$ cat src/rtl/status_reg_if.sv
// Bus between the 6502 control/ALU side and the status register block.
interface status_reg_if;
    logic [7:0] alu_flag;
    logic       alu_we;
    logic [7:0] flag_mask;
    logic       sc_en;
    logic [2:0] sc_bit;
    logic       sc_val;
    logic       pull_en;
    logic [7:0] pull_data;
    logic       push_brk;
    logic [7:0] push_data;
    logic       irq_n;
    logic       nmi_n;
    logic       int_ack;
    logic       int_req;
    logic       int_nmi;
    logic [7:0] p;

    // core side: drives flag updates, stack traffic, pins and acknowledge
    modport master (
        output alu_flag, alu_we, flag_mask, sc_en, sc_bit, sc_val,
               pull_en, pull_data, push_brk, irq_n, nmi_n, int_ack,
        input  push_data, int_req, int_nmi, p
    );

    // status register side
    modport slave (
        input  alu_flag, alu_we, flag_mask, sc_en, sc_bit, sc_val,
               pull_en, pull_data, push_brk, irq_n, nmi_n, int_ack,
        output push_data, int_req, int_nmi, p
    );
endinterface

$ cat src/rtl/status_reg.sv
// 6502 processor status register P with IRQ/NMI synchronisers and the
// interrupt request front end. Bit 5 always reads 1, bit 4 always reads 0.
module status_reg #(
    parameter logic [7:0] RESET_P     = 8'h24,
    parameter int         SYNC_STAGES = 2
) (
    input  logic          clk,
    input  logic          rst_n,
    status_reg_if.slave   bus
);
    localparam logic [7:0] RST_VAL = (RESET_P | 8'h20) & ~8'h10;

    logic [7:0]             p_q, p_nxt;
    logic [SYNC_STAGES-1:0] irq_sync, nmi_sync;
    logic                   irq_s, nmi_s, nmi_prev;
    logic                   nmi_fall, nmi_pend;
    logic                   irq_act;

    assign irq_s    = irq_sync[SYNC_STAGES-1];
    assign nmi_s    = nmi_sync[SYNC_STAGES-1];
    assign nmi_fall = nmi_prev & ~nmi_s;

    // Next P: pull beats set/clear beats ALU; acknowledge forces I on top.
    always_comb begin
        p_nxt = p_q;
        if (bus.pull_en) begin
            p_nxt = bus.pull_data;
        end else if (bus.sc_en) begin
            // B and the unused bit have no storage meaning, so ignore them
            if (bus.sc_bit != 3'd4 && bus.sc_bit != 3'd5)
                p_nxt[bus.sc_bit] = bus.sc_val;
        end else if (bus.alu_we) begin
            p_nxt = (bus.alu_flag & bus.flag_mask) | (p_q & ~bus.flag_mask);
        end
        if (bus.int_ack)
            p_nxt[2] = 1'b1;
        p_nxt[5] = 1'b1;
        p_nxt[4] = 1'b0;
    end

    // Status register state.
    always_ff @(posedge clk or negedge rst_n) begin
        if (!rst_n) p_q <= RST_VAL;
        else        p_q <= p_nxt;
    end

    // Pin synchronisers; nmi_prev holds the previous synced NMI level for
    // falling-edge detection. Reset to the inactive (high) level.
    always_ff @(posedge clk or negedge rst_n) begin
        if (!rst_n) begin
            irq_sync <= '1;
            nmi_sync <= '1;
            nmi_prev <= 1'b1;
        end else begin
            irq_sync <= {irq_sync[SYNC_STAGES-2:0], bus.irq_n};
            nmi_sync <= {nmi_sync[SYNC_STAGES-2:0], bus.nmi_n};
            nmi_prev <= nmi_s;
        end
    end

    // NMI pending latch: a new edge wins over a same-cycle acknowledge.
    always_ff @(posedge clk or negedge rst_n) begin
        if (!rst_n)            nmi_pend <= 1'b0;
        else if (nmi_fall)     nmi_pend <= 1'b1;
        else if (bus.int_ack)  nmi_pend <= 1'b0;
    end

    // Outputs come straight from registered state; IRQ is an unlatched level.
    assign irq_act       = ~irq_s & ~p_q[2];
    assign bus.int_req   = nmi_pend | irq_act;
    assign bus.int_nmi   = nmi_pend;
    assign bus.p         = p_q;
    assign bus.push_data = {p_q[7:6], 1'b1, bus.push_brk, p_q[3:0]};
endmodule

$ cat src/flat_wrapper.sv
// flat-port wrapper written by rule: the top's interface ports become plain ports
module status_reg_flat 
#(
    parameter logic [7:0] RESET_P     = 8'h24,
    parameter int         SYNC_STAGES = 2
)
  (clk, rst_n, bus_alu_flag, bus_alu_we, bus_flag_mask, bus_sc_en, bus_sc_bit, bus_sc_val, bus_pull_en, bus_pull_data, bus_push_brk, bus_irq_n, bus_nmi_n, bus_int_ack, bus_push_data, bus_int_req, bus_int_nmi, bus_p);
  status_reg_if bus_i ();
  input  logic clk;
  input  logic rst_n;
  input wire logic [$bits(bus_i.alu_flag)-1:0] bus_alu_flag;
  input wire logic [$bits(bus_i.alu_we)-1:0] bus_alu_we;
  input wire logic [$bits(bus_i.flag_mask)-1:0] bus_flag_mask;
  input wire logic [$bits(bus_i.sc_en)-1:0] bus_sc_en;
  input wire logic [$bits(bus_i.sc_bit)-1:0] bus_sc_bit;
  input wire logic [$bits(bus_i.sc_val)-1:0] bus_sc_val;
  input wire logic [$bits(bus_i.pull_en)-1:0] bus_pull_en;
  input wire logic [$bits(bus_i.pull_data)-1:0] bus_pull_data;
  input wire logic [$bits(bus_i.push_brk)-1:0] bus_push_brk;
  input wire logic [$bits(bus_i.irq_n)-1:0] bus_irq_n;
  input wire logic [$bits(bus_i.nmi_n)-1:0] bus_nmi_n;
  input wire logic [$bits(bus_i.int_ack)-1:0] bus_int_ack;
  output wire logic [$bits(bus_i.push_data)-1:0] bus_push_data;
  output wire logic [$bits(bus_i.int_req)-1:0] bus_int_req;
  output wire logic [$bits(bus_i.int_nmi)-1:0] bus_int_nmi;
  output wire logic [$bits(bus_i.p)-1:0] bus_p;
  assign bus_i.alu_flag = bus_alu_flag;
  assign bus_i.alu_we = bus_alu_we;
  assign bus_i.flag_mask = bus_flag_mask;
  assign bus_i.sc_en = bus_sc_en;
  assign bus_i.sc_bit = bus_sc_bit;
  assign bus_i.sc_val = bus_sc_val;
  assign bus_i.pull_en = bus_pull_en;
  assign bus_i.pull_data = bus_pull_data;
  assign bus_i.push_brk = bus_push_brk;
  assign bus_i.irq_n = bus_irq_n;
  assign bus_i.nmi_n = bus_nmi_n;
  assign bus_i.int_ack = bus_int_ack;
  assign bus_push_data = bus_i.push_data;
  assign bus_int_req = bus_i.int_req;
  assign bus_int_nmi = bus_i.int_nmi;
  assign bus_p = bus_i.p;
  status_reg #(.RESET_P(RESET_P), .SYNC_STAGES(SYNC_STAGES)) u_core (.clk(clk), .rst_n(rst_n), .bus(bus_i));
endmodule
$ cat config.mk
export PLATFORM = sky130hd
export DESIGN_NAME = status_reg_flat
export DESIGN_NICKNAME = d
export VERILOG_FILES = /design/src/rtl/status_reg_if.sv /design/src/rtl/status_reg.sv /design/src/flat_wrapper.sv
export SDC_FILE = /design/constraint.sdc
export NUM_CORES = 1
export LEC_CHECK = 0
export CORE_MARGIN = 8
export CORE_UTILIZATION = 30
export CTS_CLUSTER_DIAMETER = 80
export DETAILED_ROUTE_END_ITERATION = 12
export PLACE_DENSITY = 0.71
export SETUP_SLACK_MARGIN = 0.15
export SLEW_MARGIN = 10
export SYNTH_ARGS = -nofsm -noshare
export SYNTH_HDL_FRONTEND = slang
export SYNTH_SLANG_ARGS = --single-unit
$ cat constraint.sdc
create_clock -name clk -period 2.5 [get_ports clk]
set_input_delay 0.5 -clock clk [delete_from_list [all_inputs] [get_ports clk]]
set_output_delay 0.5 -clock clk [all_outputs]
set_load 0.03 [all_outputs]
### Yosys cells after proc, flatten, opt, wreduce, memory -nomap -nowiden

Index checks and enable logic that the tools add are counted.

* register bits after elaboration: 12
* input port bits: 37
* output and inout port bits: 18
* logic and storage cells: 39

* magnitude comparators: 2
* equal/unequal tests: 4
* multiplexer cells: 10
* bitwise gates (word level): 10
* reduce and logical (&&, ||, !) cells: 7

Operators by type and width (count)
* $mux 8: 4
* $and 8x8->8: 2
* $bwmux 8: 1
* $not 8->8: 1
* $or 8x8->8: 1
* $ne 3x3->1 const B: 2
* $lt 3x4->1 const B: 1
* $mux 1: 4
* $ne 4x1->1 const B: 1
* $reduce_and 2->1: 2
* $reduce_bool 4->1: 1
* $demux 1 s3: 1
* $ge 3x1->1 const B: 1
* $ne 3x1->1 const B: 1
* $not 1->1: 3
* $reduce_bool 3->1: 1
* $and 1x1->1: 2
* $logic_and 1x1->1: 2
* $reduce_bool 2->1: 1
* $or 1x1->1: 1

### Depth between registers and ports, before layout

* depth after elaboration: 9
* mapped depth: 5
* gate-level depth less buffers: 4

### Worst setup path before layout

OpenSTA, ideal clock, no wires.

* path type: register -> output
* start: reg u_core.p_q[2], in the netlist u_core.bus.p[2]
* end: out bus_int_req
* data arrival time: 1.133 ns
* data required time: 2.000 ns
* slack: 0.867 ns
* cell stages (with the launch flop): 2
* buffers on the path: 0
* path through: dfstp_2 o21ai_0

* word-level cells in the longest chain between the ends: 3

RTL lines
* start: declaration: line status_reg.sv:13 `logic [7:0] p_q, p_nxt;`
* start signal: assignment: line status_reg.sv:44 `else p_q <= p_nxt;`
* $not 1->1: line status_reg.sv:69 `assign irq_act = ~irq_s & ~p_q[2];`
* $and 1x1->1: line status_reg.sv:69
* $or 1x1->1: line status_reg.sv:70 `assign bus.int_req = nmi_pend | irq_act;`
* end: declaration: line flat_wrapper.sv:24 `output wire logic [$bits(bus_i.int_req)-1:0] bus_int_req;`

No other way between the ends.

### Worst setup path in the final report

Ends and elaborated chain as after synthesis.

==> out/summary.txt <==
critical path launch point -> u_core.bus.p[2]
Slew Viols, Final -> 0
GRT Overall Usage -> 9.33%
Synth Cell Area -> 766 µm²
DP Area -> 1140 µm²
top-count cell post-synth -> buf_4
RSZ-0062 raised after global routing -> false
CTS Root Buffer Type -> clkbuf_4
register area share after synthesis -> 40.2%
Max H-tree Level -> 1
Distinct cells, synth -> 35
drt pass-1 iters -> 3
Synth top area share -> 20.6%
Post-CTS Resized -> 0
n_diodes -> 0
DRC Markers -> 0
max_slew headroom -> 63.7%
most frequent cells after synthesis -> buf_4, dfrtp_1, dfstp_2, mux2i_1, o21ai_0
die height -> 66.5 µm
final wirelength -> 2010 µm
# fillers -> 244
worst slew pin tran -> 543 ps
r2r startpoint -> u_core.bus.p[7]
CP Class -> register to output port
Cell Pwr Density -> 506 nW/µm²
Max Clock Skew -> 0.258 ps
Post-CTS Setup Bufs -> 0
worst-path fanout max -> 7
CP Data Arrival Time -> 1570 ps
TritonCTS clock tree -> built
Nets -> 152
DRT met1 WL -> 797 µm
synth-to-layout area growth -> 53.4%
# hold bufs at CTS -> 0
wire length on met3 -> 234 µm
DP HPWL -> 1580 µm
Routed WL per cell -> 14.0 µm
period utilization -> 82.6%
die width -> 66.5 µm
DR iter-0 viols -> 7
Port Buf Inserts -> 43
fmax -> 484 MHz
Synth async-reset ratio -> 100%
largest net degree at the start of global routing -> 13
setup TNS -> 0 ps
Avg Synthesized Cell Area -> 9.69 µm²
Die ar. -> 4420 µm²
Max Cap Viol -> 0
HP Class -> register to register
number of synthesized flops with an enable pin -> 0
fraction of layout cells with a size suffix above 1 -> 11.4%
Synth Register Bits -> 12
I/O pin count -> 55
initial antenna violation count -> 0
CORE AREA -> 2450 µm²
vias post-DR -> 697
Main synth FF type -> dfstp_2
Hold Crit Start -> u_core.nmi_sync[0]
post-layout min period -> 2070 ps
cells after synthesis -> 79
Vias per Instance -> 4.84
Row Count -> 18
CP endpoint kind -> output port
area leader, netlist -> dfstp_2
Routed Antenna Nets -> 0
Final Setup Violations -> 0
initial core utilization -> 31.2%
Clk pin slew, worst setup/hold paths -> 80 ps
Sink Count -> 12
Fin. Hold Viols -> 0
CTS Buffer Depth -> 2
first-pass GRT wire length -> 3170 µm
clk_lat worst skew -> 270 ps
total power -> 594 µW
Placer Congestion -> 0.801
TritonCTS Buffers -> 3
vias in the first global route -> 731
Synth area leaders -> dfstp_2, dfrtp_1, buf_4
outcome -> completed
post-route cell area -> 1170 µm²
Worst VDD drop -> 0.000322 V
Syn. warnings -> 0
metal2 WL -> 953 µm
Setup crit start kind -> register
Critical Path RT -> 2000 ps
max layer used -> met4
GR Overflow Total -> 0
P_leak -> 0.000466 µW
==> per-stage QoR <==
step	util, %	setup slack, ps	instances	hold WS [ps]
final	47.9	435	144	357
after global routing	47.9	368	144	360
after CTS	47.9	415	144	359
after detailed placement	46.4	409	140	348
after global placement	46.4	429	140	346
after floorplan	-	867	80	204
==> power breakdown <==
part	switching, µW	total (µW)	internal (µW)
Sequential	13.2	227	214
Clock	65.4	154	88.6
Combinational	107	213	105
==> sequential cells by signal, indices dropped and copies added, names as in the netlist <==
signal / flops
u_core.bus.int_nmi: 1
u_core.bus.p: 6
u_core.irq_sync: 2
u_core.nmi_prev: 1
u_core.nmi_sync: 2
==> placed cells by master, fill, tap and decap left out, types with 3 or more instances in the layout <==
master / synthesis / layout
mux2i_1: 6 / 6
conb_1: 2 / 3
a21oi_1: 3 / 3
inv_1: 3 / 3
clkdlybuf4s50_1: 0 / 43
nand2b_1: 4 / 4
dfstp_2: 6 / 6
nand2_1: 4 / 4
o21ai_0: 5 / 5
dfrtp_1: 6 / 6
clkbuf_4: 0 / 3
==> worst max-delay path: stages (launching register included) <==
cell             delay [ps]
dfstp_2                 600
o21ai_0                  90
clkdlybuf4s50_1         600
==> path summary, 6_finish.rpt <==
check | slack [ps] | endpoint | cells past startpoint
max | 430 | bus_int_req | 2
min | 360 | u_core.nmi_sync[1] | 0
max reg2reg | 1330 | u_core.bus.p[7] | 4
min reg2reg | 360 | u_core.nmi_sync[1] | 0
max in group asynchronous | 1550 | u_core.nmi_sync[0] | 1
min in group asynchronous | 570 | u_core.bus.p[7] | 1
==> area by class of cell <==
type,count,area [µm²],share of cell area (%)
flip-flops and latches,12,308,26.2
inverters,4,15.0,1.28
repair buffers,43,430,36.6
well taps,30,37.5,3.19
clock buffers,4,36.3,3.09
multi-input cells,51,348,29.6
==> routing by layer <==
layer  up-vias  global-route usage [%]
met1       319                    9.66
met4         0                    4.53
met2        29                    15.2
li1        344                       -
met3         5                    4.87
met5         -                       0
==> cell families after synthesis <==
logic type / Yosys count / share of synthesized area [%]
compound gates: 24 / 22.9
simple gates: 18 / 13.2
buf+inv: 17 / 14.9
other cells: 2 / 0.981
flops: 12 / 40.2
mux: 6 / 7.84
(Power assumes the default switching activity.)
